--- src/rtl/pll_seq_pkg.sv ---
// Shared types and helpers for the PLL reset sequencer.
// Outputs are decoded from the state so that every state drives them the same way.
package pll_seq_pkg;

    localparam int unsigned PLL_SEQ_CNT_W = 8;

    typedef enum logic [2:0] {
        RESET     = 3'd0,
        WAIT_LOCK = 3'd1,
        STABLE    = 3'd2,
        RUN       = 3'd3,
        FAULT     = 3'd4
    } pll_seq_state_t;

    typedef struct packed {
        logic pll_rst;
        logic sys_rst_n;
        logic ready;
        logic fault;
    } pll_seq_out_t;

    function automatic pll_seq_out_t pll_seq_outs(input pll_seq_state_t st);
        pll_seq_out_t o;
        o = '0;
        case (st)
            RESET: begin
                o.pll_rst = 1'b1;
            end
            RUN: begin
                o.sys_rst_n = 1'b1;
                o.ready     = 1'b1;
            end
            FAULT: begin
                o.pll_rst = 1'b1;
                o.fault   = 1'b1;
            end
            default: begin
                o = '0;
            end
        endcase
        return o;
    endfunction

    function automatic logic [PLL_SEQ_CNT_W-1:0] sat_inc(input logic [PLL_SEQ_CNT_W-1:0] v);
        return (v == '1) ? v : v + 1'b1;
    endfunction

endpackage

--- src/rtl/sync_2ff.sv ---
// Single-bit two-stage synchronizer with asynchronous active-low reset to 0.
module sync_2ff (
    input  logic clk_i,
    input  logic rst_ni,
    input  logic d_i,
    output logic q_o
);

    logic meta_q;
    logic sync_q;

    always_ff @(posedge clk_i or negedge rst_ni) begin
        if (!rst_ni) begin
            meta_q <= 1'b0;
            sync_q <= 1'b0;
        end else begin
            meta_q <= d_i;
            sync_q <= meta_q;
        end
    end

    assign q_o = sync_q;

endmodule

--- src/rtl/pll_reset_sequencer.sv ---
// PLL bring-up controller: holds the PLL in reset, waits for lock with a timeout and bounded
// retries, and releases the downstream reset once lock has been stable long enough.
module pll_reset_sequencer
    import pll_seq_pkg::*;
#(
    parameter int unsigned RST_HOLD_CYCLES     = 1000,
    parameter int unsigned LOCK_TIMEOUT_CYCLES = 1_000_000,
    parameter int unsigned LOCK_STABLE_CYCLES  = 10_000,
    parameter int unsigned MAX_RETRIES         = 3
) (
    input  logic                     CLKI,
    input  logic                     Reset_n,
    input  logic                     LOCK,
    output logic                     PLL_RST,
    output logic                     SYS_Reset_n,
    output logic                     Ready,
    output logic                     Fault,
    output logic [PLL_SEQ_CNT_W-1:0] Retry_count,
    output logic [PLL_SEQ_CNT_W-1:0] Lock_loss_count
);

    localparam int unsigned MaxHoldWait = (RST_HOLD_CYCLES > LOCK_TIMEOUT_CYCLES) ?
                                          RST_HOLD_CYCLES : LOCK_TIMEOUT_CYCLES;
    localparam int unsigned MaxCycles   = (MaxHoldWait > LOCK_STABLE_CYCLES) ?
                                          MaxHoldWait : LOCK_STABLE_CYCLES;
    localparam int unsigned CntW        = $clog2(MaxCycles) + 1;

    typedef logic [CntW-1:0] cnt_t;
    typedef logic [PLL_SEQ_CNT_W-1:0] count_t;

    // Counter reloads are N-1 so that a state lasts exactly N cycles.
    localparam cnt_t   HoldLoad    = cnt_t'(RST_HOLD_CYCLES - 1);
    localparam cnt_t   TimeoutLoad = cnt_t'(LOCK_TIMEOUT_CYCLES - 1);
    localparam cnt_t   StableLoad  = cnt_t'(LOCK_STABLE_CYCLES - 1);
    localparam count_t RetryLimit  = count_t'(MAX_RETRIES);

    logic           lock_s;
    pll_seq_state_t state_q;
    cnt_t           cnt_q;
    count_t         retry_q;
    count_t         loss_q;
    pll_seq_out_t   out_q;

    sync_2ff u_lock_sync (
        .clk_i  (CLKI),
        .rst_ni (Reset_n),
        .d_i    (LOCK),
        .q_o    (lock_s)
    );

    always_ff @(posedge CLKI or negedge Reset_n) begin
        if (!Reset_n) begin
            state_q <= RESET;
            cnt_q   <= HoldLoad;
            retry_q <= '0;
            loss_q  <= '0;
            out_q   <= pll_seq_outs(RESET);
        end else begin
            unique case (state_q)
                RESET: begin
                    if (cnt_q == '0) begin
                        state_q <= WAIT_LOCK;
                        cnt_q   <= TimeoutLoad;
                        out_q   <= pll_seq_outs(WAIT_LOCK);
                    end else begin
                        cnt_q <= cnt_q - cnt_t'(1);
                    end
                end
                WAIT_LOCK: begin
                    // Lock takes priority over a timeout landing in the same cycle.
                    if (lock_s) begin
                        state_q <= STABLE;
                        cnt_q   <= StableLoad;
                        out_q   <= pll_seq_outs(STABLE);
                    end else if (cnt_q == '0) begin
                        if (retry_q == RetryLimit) begin
                            state_q <= FAULT;
                            cnt_q   <= '0;
                            out_q   <= pll_seq_outs(FAULT);
                        end else begin
                            state_q <= RESET;
                            cnt_q   <= HoldLoad;
                            retry_q <= retry_q + 1'b1;
                            out_q   <= pll_seq_outs(RESET);
                        end
                    end else begin
                        cnt_q <= cnt_q - cnt_t'(1);
                    end
                end
                STABLE: begin
                    // A dropout restarts the lock wait without consuming a retry.
                    if (!lock_s) begin
                        state_q <= WAIT_LOCK;
                        cnt_q   <= TimeoutLoad;
                        out_q   <= pll_seq_outs(WAIT_LOCK);
                    end else if (cnt_q == '0) begin
                        state_q <= RUN;
                        cnt_q   <= '0;
                        retry_q <= '0;
                        out_q   <= pll_seq_outs(RUN);
                    end else begin
                        cnt_q <= cnt_q - cnt_t'(1);
                    end
                end
                RUN: begin
                    if (!lock_s) begin
                        state_q <= RESET;
                        cnt_q   <= HoldLoad;
                        loss_q  <= sat_inc(loss_q);
                        out_q   <= pll_seq_outs(RESET);
                    end
                end
                FAULT: begin
                    state_q <= FAULT;
                end
                default: begin
                    state_q <= RESET;
                    cnt_q   <= HoldLoad;
                    out_q   <= pll_seq_outs(RESET);
                end
            endcase
        end
    end

    assign PLL_RST         = out_q.pll_rst;
    assign SYS_Reset_n     = out_q.sys_rst_n;
    assign Ready           = out_q.ready;
    assign Fault           = out_q.fault;
    assign Retry_count     = retry_q;
    assign Lock_loss_count = loss_q;

endmodule

--- config.mk ---
export PLATFORM = sky130hd
export DESIGN_NAME = pll_reset_sequencer
export DESIGN_NICKNAME = d
export VERILOG_FILES = /design/src/rtl/pll_seq_pkg.sv /design/src/rtl/sync_2ff.sv /design/src/rtl/pll_reset_sequencer.sv
export SDC_FILE = /design/constraint.sdc
export NUM_CORES = 1
export LEC_CHECK = 0
export ABC_AREA = 1
export BUFFER_PORTS_ARGS = -buffer_cell sky130_fd_sc_hd__buf_4
export CAP_MARGIN = 0
export CORE_MARGIN = 5
export CORE_UTILIZATION = 45
export CTS_CLUSTER_DIAMETER = 30
export DETAILED_ROUTE_END_ITERATION = 8
export SETUP_SLACK_MARGIN = 0.4
export SYNTH_ARGS = -nofsm -noshare
export SYNTH_HDL_FRONTEND = slang
export SYNTH_SLANG_ARGS = --single-unit
--- constraint.sdc ---
create_clock -name CLKI -period 1.87 [get_ports CLKI]
set_input_delay 0 -clock CLKI [delete_from_list [all_inputs] [get_ports CLKI]]
set_output_delay 0 -clock CLKI [all_outputs]
set_load 0.01 [all_outputs]
==> reports/qor.yml <==
status:
  status: "completed"
min_path:
  hold_path_class: "input port to asynchronous set/reset pin"
floorplanning:
  die_w_um: 90.96
  fp.coreArea_um2: 6350
  io_pins: 23
  placementRows: 29
  die_area_um2: 8273
  die_y_um: 90.96
  initial_utilization: 0.4644
placement:
  place_congestion: 0.8718
  pre_cts_ws_ns: 0.1435
  port_buffers: 22
  dp_hpwl_mm: 5.041
  placed_area_um2: 3241
cts:
  clk_latency_ns: 0.31
  numCtsBuffers: 5
  htreeDepth: 2
  clkTransAtPathRegs_ns: 0.10
  root_buffer: "clkbuf_8"
  cts_tree: "built"
  clock-sinks: 45
  clk_path_buf_depth: 2
synthesis:
  syn_nets: 406
  ys_types: 36
  synth.top_cell.area_share: 0.3055
  synth_area_um2: 2949
  syn_inst: 399
  ys_warn_count: 0
  async_flop_share: 1.000
  synth_top_area_cell: "dfrtp_1"
  yosysMostFrequentCell: "nand2_1"
  syn_avg_cell_area_um2: 7.391
  synth_edf_count: 0
  ys_seq_area_frac: 0.3857
  synthTopCellsByArea: "dfrtp_1 31%, nand2_1 13%, dfstp_2 8.0%, nor2_1 6.7%, inv_1 6.0%"
  ys_ff_latch: 45
  netlist_top_cells_count: "105 x nand2_1, 53 x nor2_1, 47 x inv_1"
  ys.flop_type: "dfrtp_1"
routing:
  first_iter_violations: 113
  dr_total_vias: 2715
  wire_per_inst_um: 13.86
  ant_nets: 0
  drc: 0
  vias_per_cell: 5.103
  wirelength_mm: 7.373
  first_pass_iters: 4
timing:
  hold_slack_ns: 0.2120
  finalSetupViolations: 0
  hold_viol: 0
  final.min_clock_period_ns: 1.667
  rsz0062_at_grt: "yes"
  max_slew.worst_pin.slew_ns: 0.5914
  max_freq_mhz: 599.9
  slew_headroom: 0.6057
  skew_ns: 0.008527
  drv_slew: 0
  setup_tns_ns: 0
  period_share: 0.8915
  worst_slack_ns: 0.2030
setup_path:
  crit_cells: 12
  cp-start-kind: "register"
  crit_path_max_fanout: 6
  critical_path.slowest_cell: "dfstp_2"
  slowest_delay_ns: 0.57
  crit_family: "simple AND/OR/NAND/NOR gates"
  required_ns: 2.11
  cp_cell_sequence: "inv_4 -> ha_4 -> inv_2 -> nor2_1 -> nand2_1 -> nor2_4 -> nand3_4 -> nor2_4 -> nor2_4 -> nand3_2 -> nand2_1 -> nand3_1"
  ff2ff_path_depth: 12
  path_class: "register to register"
  worstPathArrival_ns: 1.91
  crit_buf_inv: 2
  cpMostUsedCell: "nor2_4"
  end_kind: "register"
layout:
  fillCellCount: 551
  drive_above_1_share: 0.3846
  area_growth_pct: 31.57
  num_antenna_cells: 0
  final_area_um2: 3880
  final_nets: 461
power_and_ir_drop:
  p_switching_mw: 2.605
  intPower_mw: 2.893
  pwr-share-comb: 0.563
  ir_worst_vdd_uv: 1059
  power_density_nw_per_um2: 1417
  power_frac_seq: 0.290
  clkPwrFrac: 0.147
  total_leakage_power_nw: 1.877
  sw_frac_of_total: 0.4738
grt:
  grt_pass1_wl_mm: 12.16
  grtUsageTotal: 0.1764
  grt-ovfl-total: 0
  grt_pass1_vias: 2539
  antenna_found_initial: 0
  grt_max_degree: 46
job:
  maxCapViolCount: 0
cell usage in the layout, fill, tap and decap left out, types with 3 or more instances in the layout:
cell type and count:
nand2_1 84, buf_4 46, inv_1 41, nor2_1 40, dfrtp_1 32, nand3_1 24
nand2_2 21, nor2_4 21, xor2_1 16, inv_2 13, nor2_2 13, nand2_4 11
dfstp_2 9, nand4_1 6, o21ai_0 6, o211ai_1 6, xnor2_1 6, clkbuf_8 6
nand3_4 5, nand3_2 5, dfrtp_2 4, inv_4 3, a21oi_1 3, o21ai_1 3
nor3_1 3
worst reg2reg max path: cells and delay by family (launching register included):
family / cells / cell delay, ns
simple gates: 9 / 0.79
flops: 1 / 0.57
fa+ha+maj: 1 / 0.15
buf+inv: 2 / 0.09
cells by family (layout without fill, tap and decap cells):
family / after synthesis / count (layout) / share of synthesized area
and+or+nand+nor: 240 / 241 / 0.3933
buffers and inverters: 62 / 117 / 0.08273
DFF: 45 / 45 / 0.3857
AOI/OAI and AO/OA: 24 / 24 / 0.04964
xor gates and xnor gates: 23 / 23 / 0.06831
adders and majority gates: 4 / 4 / 0.01697
muxes: 1 / 1 / 0.003394
state kept, by name, indices dropped and copies added, names as in the netlist:
signal,count
Fault,1
Lock_loss_count,8
PLL_RST,1
Retry_count,8
SYS_Reset_n,1
cnt_q,21
state_q,3
u_lock_sync.meta_q,1
u_lock_sync.q_o,1
metrics by stage:
step	instances	util	total power, mW
after global routing	532	0.6110	5.929
after CTS	527	0.5754	5.188
after global placement	498	0.5103	4.044
after floorplan	399	-	3.442
after detailed placement	498	0.5103	4.052
final	532	0.6110	5.498
path summary, 6_finish.rpt:
kind / start / slack [ns] / to
worst max-delay path: cnt_q[1] / 0.20 / cnt_q[5]
worst min-delay path: Reset_n / 0.21 / Retry_count[7]
worst max register to register: cnt_q[1] / 0.20 / cnt_q[5]
worst min register to register: u_lock_sync.meta_q / 0.36 / u_lock_sync.q_o
max in group asynchronous: Reset_n / 1.20 / state_q[1]
min in group CLKI: LOCK / 0.34 / u_lock_sync.meta_q
metal layers:
layer  vias to the layer above  track usage  routed length, um
met1                      1307       0.2564               3520
met3                        11      0.02810                289
li1                       1356            -                  -
met5                         -            0                  0
met4                         0      0.04523                 91
met2                        41       0.2740               3472
repair_timing:
action | 4_1_cts | 5_1_grt
endpoints found under the hold margin | 37 | 0
gates cloned | 1 | 0
pin swaps | 21 | 17
buffers inserted | 18 | 5
setup endpoints to repair | 40 | 41
resized for setup | 35 | 50
hold buffers | 2 | 0
power groups by stage:
stage	sequential (mW)	clock (mW)	combinational [mW]
2_1_floorplan	1.55	0	1.89
3_3_place_gp	1.57	0	2.47
3_5_place_dp	1.58	0	2.47
4_1_cts	1.57	0.820	2.80
5_1_grt	1.63	0.865	3.43
6_report	1.60	0.806	3.09
final cells by class:
type | instances | area, um^2 | share of cell area
clock buffer | 6 | 82.58 | 0.02128
clock inverter | 2 | 37.54 | 0.009674
inverter | 59 | 239.0 | 0.06159
multi-input combinational | 293 | 1894 | 0.4882
sequential | 45 | 1142 | 0.2944
tap | 77 | 96.34 | 0.02483
timing repair buffer | 50 | 387.9 | 0.09997
Power figures use the tool's default switching activity.
